<file path="config.mk">
export PLATFORM = sky130hd
export DESIGN_NAME = ex_hazard_ctrl
export DESIGN_NICKNAME = d
export VERILOG_FILES = /design/src/rtl/hazard_pkg.sv /design/src/rtl/fwd_sel.sv /design/src/rtl/ex_hazard_ctrl.sv
export SDC_FILE = /design/constraint.sdc
export NUM_CORES = 1
export LEC_CHECK = 0
export CAP_MARGIN = 10
export CELL_PAD_IN_SITES_DETAIL_PLACEMENT = 2
export CELL_PAD_IN_SITES_GLOBAL_PLACEMENT = 2
export CORE_ASPECT_RATIO = 1.4
export CORE_MARGIN = 2
export CORE_UTILIZATION = 31
export CTS_BUF_LIST = sky130_fd_sc_hd__clkbuf_2
export DETAILED_ROUTE_END_ITERATION = 6
export PLACE_DENSITY_LB_ADDON = 0.1
export SYNTH_ARGS = -nofsm -noshare
export SYNTH_HDL_FRONTEND = slang
export SYNTH_HIERARCHICAL = 1
export SYNTH_SLANG_ARGS = --single-unit
</file>
<file path="constraint.sdc">
create_clock -name clk -period 1.65 [get_ports clk]
set_input_delay 0.165 -clock clk [delete_from_list [all_inputs] [get_ports clk]]
set_output_delay 0.165 -clock clk [all_outputs]
set_load 0.03 [all_outputs]
</file>
<file path="src/rtl/hazard_pkg.sv">
// Shared types and constants for the execute-stage hazard/forwarding controller.
package hazard_pkg;

    localparam int unsigned RW    = 5;
    localparam int unsigned CNT_W = 16;
    localparam logic [RW-1:0] XZR = RW'(31);

    localparam logic [1:0] FWD_REG = 2'b00;
    localparam logic [1:0] FWD_WB  = 2'b01;
    localparam logic [1:0] FWD_MEM = 2'b10;

    typedef struct packed {
        logic          valid;
        logic [RW-1:0] rn;
        logic [RW-1:0] rm;
        logic          uses_rm;
        logic [RW-1:0] rd;
        logic          regWrite;
        logic          memRead;
    } stage_rec_t;

    typedef enum logic {
        RUN   = 1'b0,
        STALL = 1'b1
    } hz_state_t;

    localparam stage_rec_t BUBBLE = '0;

    // A stage can supply a forwarded value only if it really writes a non-zero register.
    function automatic logic rec_writes(input stage_rec_t r);
        return r.valid & r.regWrite & (r.rd != XZR);
    endfunction

endpackage

</file>
<file path="src/rtl/fwd_sel.sv">
// Forwarding select for one ALU source: compares it against the MEM and WB destinations.
module fwd_sel
    import hazard_pkg::*;
(
    input  logic [RW-1:0] src,
    input  logic          src_used,
    input  logic          m_wr,
    input  logic [RW-1:0] m_rd,
    input  logic          w_wr,
    input  logic [RW-1:0] w_rd,
    output logic [1:0]    sel_c
);

    // MEM is the younger producer, so it takes priority over WB.
    always_comb begin
        sel_c = FWD_REG;
        if (src_used && w_wr && (w_rd == src)) sel_c = FWD_WB;
        if (src_used && m_wr && (m_rd == src)) sel_c = FWD_MEM;
    end

endmodule

</file>
<file path="src/rtl/ex_hazard_ctrl.sv">
// Execute-stage hazard controller: shadow E/M/W records, forwarding selects,
// load-use stall, taken-branch flush and saturating event counters.
module ex_hazard_ctrl
    import hazard_pkg::*;
(
    input  logic             clk,
    input  logic             reset,
    input  logic             id_valid,
    input  logic [RW-1:0]    id_rn,
    input  logic [RW-1:0]    id_rm,
    input  logic             id_uses_rm,
    input  logic [RW-1:0]    id_rd,
    input  logic             id_regWrite,
    input  logic             id_memRead,
    input  logic             m_branch_taken,
    output logic             stall_F,
    output logic             stall_D,
    output logic             flush_D,
    output logic             flush_E,
    output logic             flush_M,
    output logic [1:0]       fwdA,
    output logic [1:0]       fwdB,
    output logic [CNT_W-1:0] stall_cnt,
    output logic [CNT_W-1:0] flush_cnt
);

    stage_rec_t e_q, m_q, w_q;
    stage_rec_t id_rec;
    hz_state_t  state_q, state_d;
    logic       lu;
    logic       unused_w;

    assign id_rec = '{valid: id_valid, rn: id_rn, rm: id_rm, uses_rm: id_uses_rm,
                      rd: id_rd, regWrite: id_regWrite, memRead: id_memRead};

    // Only the destination side of the WB record feeds any decision.
    assign unused_w = ^{w_q.rn, w_q.rm, w_q.uses_rm, w_q.memRead};

    assign lu = id_valid & e_q.valid & e_q.memRead & (e_q.rd != XZR)
              & ((e_q.rd == id_rn) | (id_uses_rm & (e_q.rd == id_rm)));

    fwd_sel u_fwd_a (
        .src      (e_q.rn),
        .src_used (1'b1),
        .m_wr     (rec_writes(m_q)),
        .m_rd     (m_q.rd),
        .w_wr     (rec_writes(w_q)),
        .w_rd     (w_q.rd),
        .sel_c    (fwdA)
    );

    fwd_sel u_fwd_b (
        .src      (e_q.rm),
        .src_used (e_q.uses_rm),
        .m_wr     (rec_writes(m_q)),
        .m_rd     (m_q.rd),
        .w_wr     (rec_writes(w_q)),
        .w_rd     (w_q.rd),
        .sel_c    (fwdB)
    );

    // Outputs are gated by reset so they read 0 the moment reset asserts.
    always_comb begin
        state_d = RUN;
        stall_F = 1'b0;
        stall_D = 1'b0;
        flush_D = 1'b0;
        flush_E = 1'b0;
        flush_M = 1'b0;
        if (reset) begin
            if (m_branch_taken) begin
                flush_D = 1'b1;
                flush_E = 1'b1;
                flush_M = 1'b1;
            end else if (state_q == RUN && lu) begin
                stall_F = 1'b1;
                stall_D = 1'b1;
                flush_E = 1'b1;
                state_d = STALL;
            end
        end
    end

    always_ff @(posedge clk or negedge reset) begin
        if (!reset) begin
            state_q <= RUN;
        end else begin
            state_q <= state_d;
        end
    end

    always_ff @(posedge clk or negedge reset) begin
        if (!reset) begin
            e_q <= BUBBLE;
            m_q <= BUBBLE;
            w_q <= BUBBLE;
        end else begin
            e_q <= flush_E ? BUBBLE : id_rec;
            m_q <= flush_M ? BUBBLE : e_q;
            w_q <= m_q;
        end
    end

    always_ff @(posedge clk or negedge reset) begin
        if (!reset) begin
            stall_cnt <= '0;
            flush_cnt <= '0;
        end else begin
            if (stall_D && (stall_cnt != '1)) stall_cnt <= stall_cnt + CNT_W'(1);
            if (m_branch_taken && (flush_cnt != '1)) flush_cnt <= flush_cnt + CNT_W'(1);
        end
    end

endmodule

</file>
==> impl_metrics.json <==
{
  "grt_usage_pct": 18.28,
  "drtIter0Drc": 54,
  "whs_ps": 201.2,
  "power_uw": 3864,
  "cp_common_cell": "buf_6",
  "synth_cell_types": 42,
  "initial_core_util_pct": 31.67,
  "drtAntennaViolNets": 0,
  "ios": 63,
  "seq_area_frac_synth_pct": 52.67,
  "drcViolationCount": 0,
  "tritoncts": "yes",
  "crit_slowest_cell": "dfrtp_2",
  "die_width_um": 89,
  "htree_num_levels": 3,
  "coreArea_um2": 9899,
  "syn_inst": 268,
  "core.rowCount": 43,
  "critPathLaunchType": "flop",
  "nFillCells": 1052,
  "maxCapViolations": 0,
  "p_leak_uw": 0.002135,
  "worstPathMaxFanout": 4,
  "grt_overflow": 0,
  "place_congestion": 0.7761,
  "crit_required_ps": 1480,
  "async_flop_share_pct": 100.0,
  "rsz0062_at_grt": "true",
  "path_class": "flop to primary output",
  "fp.dieArea_um2": 10950,
  "power_density_nw_per_um2": 838.0,
  "finalHoldViolCount": 0,
  "drv_slew": 0,
  "portBuffers": 62,
  "critical_path.top_delay_family": "flip-flops",
  "crit_chain": "xnor2_1 -> nand4_1 -> o22ai_4 -> buf_6 -> nor2b_4 -> buf_6",
  "syn2layout_area_growth_pct": 47.05,
  "stdcell_area_um2": 4611,
  "irDropWorstVdd_v": 0.0004726,
  "fmax_mhz": 467.9,
  "place_area_um2": 4359,
  "setup_ws_ps": -487.2,
  "finalCriticalPeriod_ps": 2137,
  "cts.sinks": 66,
  "grt_pass1_wl_mm": 14.98,
  "period_share_pct": 129.5,
  "final_common_cell": "buf_4",
  "final_cell_mix": "57 x buf_4, 43 x dfrtp_1, 37 x xnor2_1",
  "avgSynthCellArea_um2": 11.70,
  "grt_max_degree": 40,
  "synth_ff_type": "dfrtp_1",
  "grt_pass1_vias": 2934,
  "post_drt_via_cell_ratio": 4.649,
  "die_h_um": 123.0,
  "synth-edff-count": 0,
  "clk_pin_slew_worst_paths_ps": 170,
  "drive_gt1_share_pct": 40.80,
  "numCtsBuffers": 9,
  "synth_top_area_share_pct": 52.67,
  "yosys-top-cells-area": "dfrtp_1 53%, xnor2_1 11%, and3_1 6.0%",
  "violations": "setup timing",
  "tightest_slew_ps": 524.7,
  "ys_seq_elements": 66,
  "drt_wl_total_mm": 8.978,
  "slew_headroom_pct": 65.02,
  "clk_latency_ps": 510,
  "detail_route.first_pass.iterations": 4,
  "crit_path_max_incr_delay_ps": 480,
  "via_count": 2501,
  "fin_tns_setup_ps": -5184,
  "ctsRootBufferMaster": "clkbuf_2",
  "crit_buf_inv": 2,
  "dpl.hpwl_mm": 6.876,
  "ys.warnings.count": 6,
  "yosys.area.top_type": "dfrtp_1",
  "cts.path.max_buffers": 2,
  "syn_area_um2": 3136,
  "antenna_found_initial": 1,
  "worst_setup_path_end_kind": "primary output",
  "wl_per_cell_um": 16.69,
  "status": "finished, violations left",
  "fin_skew_ps": 21.65,
  "setup_viol": 32,
  "crit_arrival_ps": 1970,
  "hold_class": "input port to flop",
  "final_nets": 421
}
[sequential cells by signal (all words and copies together) (netlist names)]
name,count
flush_cnt,16
m_q,7
state_q,1
e_q,19
stall_cnt,16
w_q,7
[report_power, final]
part	leakage [uW]	switching (uW)	internal, uW	total, uW
clock	0.0000661	560	344	904
combinational	0.00124	559	521	1080
sequential	0.000829	110	1770	1880
total	0.00213	1230	2630	3860
[area by class of cell]
type | count | area (um2) | area share (%)
Antenna cell | 1 | 2.502 | 0.05427
Multi-Input combinational cell | 193 | 1569 | 34.03
Clock inverter | 5 | 45.04 | 0.9769
Clock buffer | 11 | 55.05 | 1.194
Timing Repair Buffer | 123 | 1075 | 23.31
Tap cell | 135 | 168.9 | 3.664
Sequential cell | 66 | 1680 | 36.45
Inverter | 4 | 15.01 | 0.3256
[tightest hold or removal path, stage by stage]
cell and delay, ps:
buf_2 120, buf_4 150, nand2_2 110, inv_2 90, nor2_1 40
[worst paths after layout]
check / start / end / slack [ps] / cells past startpoint
min in group asynchronous: reset / flush_cnt[6]$_DFFE_PN0P_ / 300 / 3
setup reg to reg: e_q[4]$_DFF_PN0_ / e_q[12]$_DFF_PN0_ / -140 / 6
hold / removal: reset / m_q[6]$_DFF_PN0_ / 200 / 5
hold reg to reg: m_q[1]$_DFF_PN0_ / w_q[1]$_DFF_PN0_ / 390 / 0
setup / recovery: e_q[4]$_DFF_PN0_ / stall_D / -490 / 6
max in group asynchronous: reset / w_q[5]$_DFF_PN0_ / 400 / 4
[through the flow]
step | util, % | setup WS [ps] | std cells
after floorplan | - | -57.49 | 269
after global placement | 44.03 | -304.6 | 514
after detailed placement | 44.03 | -317.3 | 514
after CTS | 46.41 | -583.2 | 534
after global routing | 46.57 | -638.4 | 538
final | 46.57 | -487.2 | 538
[cells in the mapped netlist (2+ instances only)]
master	count
dfrtp_1	66
nand3_1	15
and4_4	2
o211a_1	2
nand2_1	17
xnor2_1	40
nor2b_1	3
nor3_1	4
ha_1	2
nor2_1	10
mux2_2	2
and2_1	8
nor4_2	2
and3_1	30
nand4_1	12
inv_1	4
nor4b_2	2
clkbuf_1	2
or2_2	2
a31oi_1	4
xor2_1	17
buf_4	2
[per-layer routing]
layer	vias up	share of wire, %	wire length (um)	track usage (%)
li1	1186	-	-	-
met1	1268	37	3358	19.69
met2	40	58	5188	34.56
met3	7	3.5	314	4.473
met4	0	1.3	116	5.317
met5	-	0	0	0
[what timing repair did]
action | CTS | global route
hold buffers | 1 | 0
pin swaps | 21 | 16
buffers inserted | 4 | 4
endpoints found under the setup margin | 73 | 59
cloned | 0 | 0
endpoints found under the hold margin | 37 | 0
resized for setup | 99 | 26
[cell families (layout without fill, tap and decap cells)]
kind of cell	Yosys count	in the layout	synth area share [%]
AO/OA/AOI/OAI	13	13	4.629
XOR/XNOR	57	57	15.92
adder cells (fa/ha/maj)	2	2	0.7980
buffers and inverters	10	143	1.516
flip-flops	66	66	52.67
multiplexers	4	4	1.516
other	1	3	0.1196
AND/OR/NAND/NOR	115	115	22.83
(Power assumes the default switching activity.)
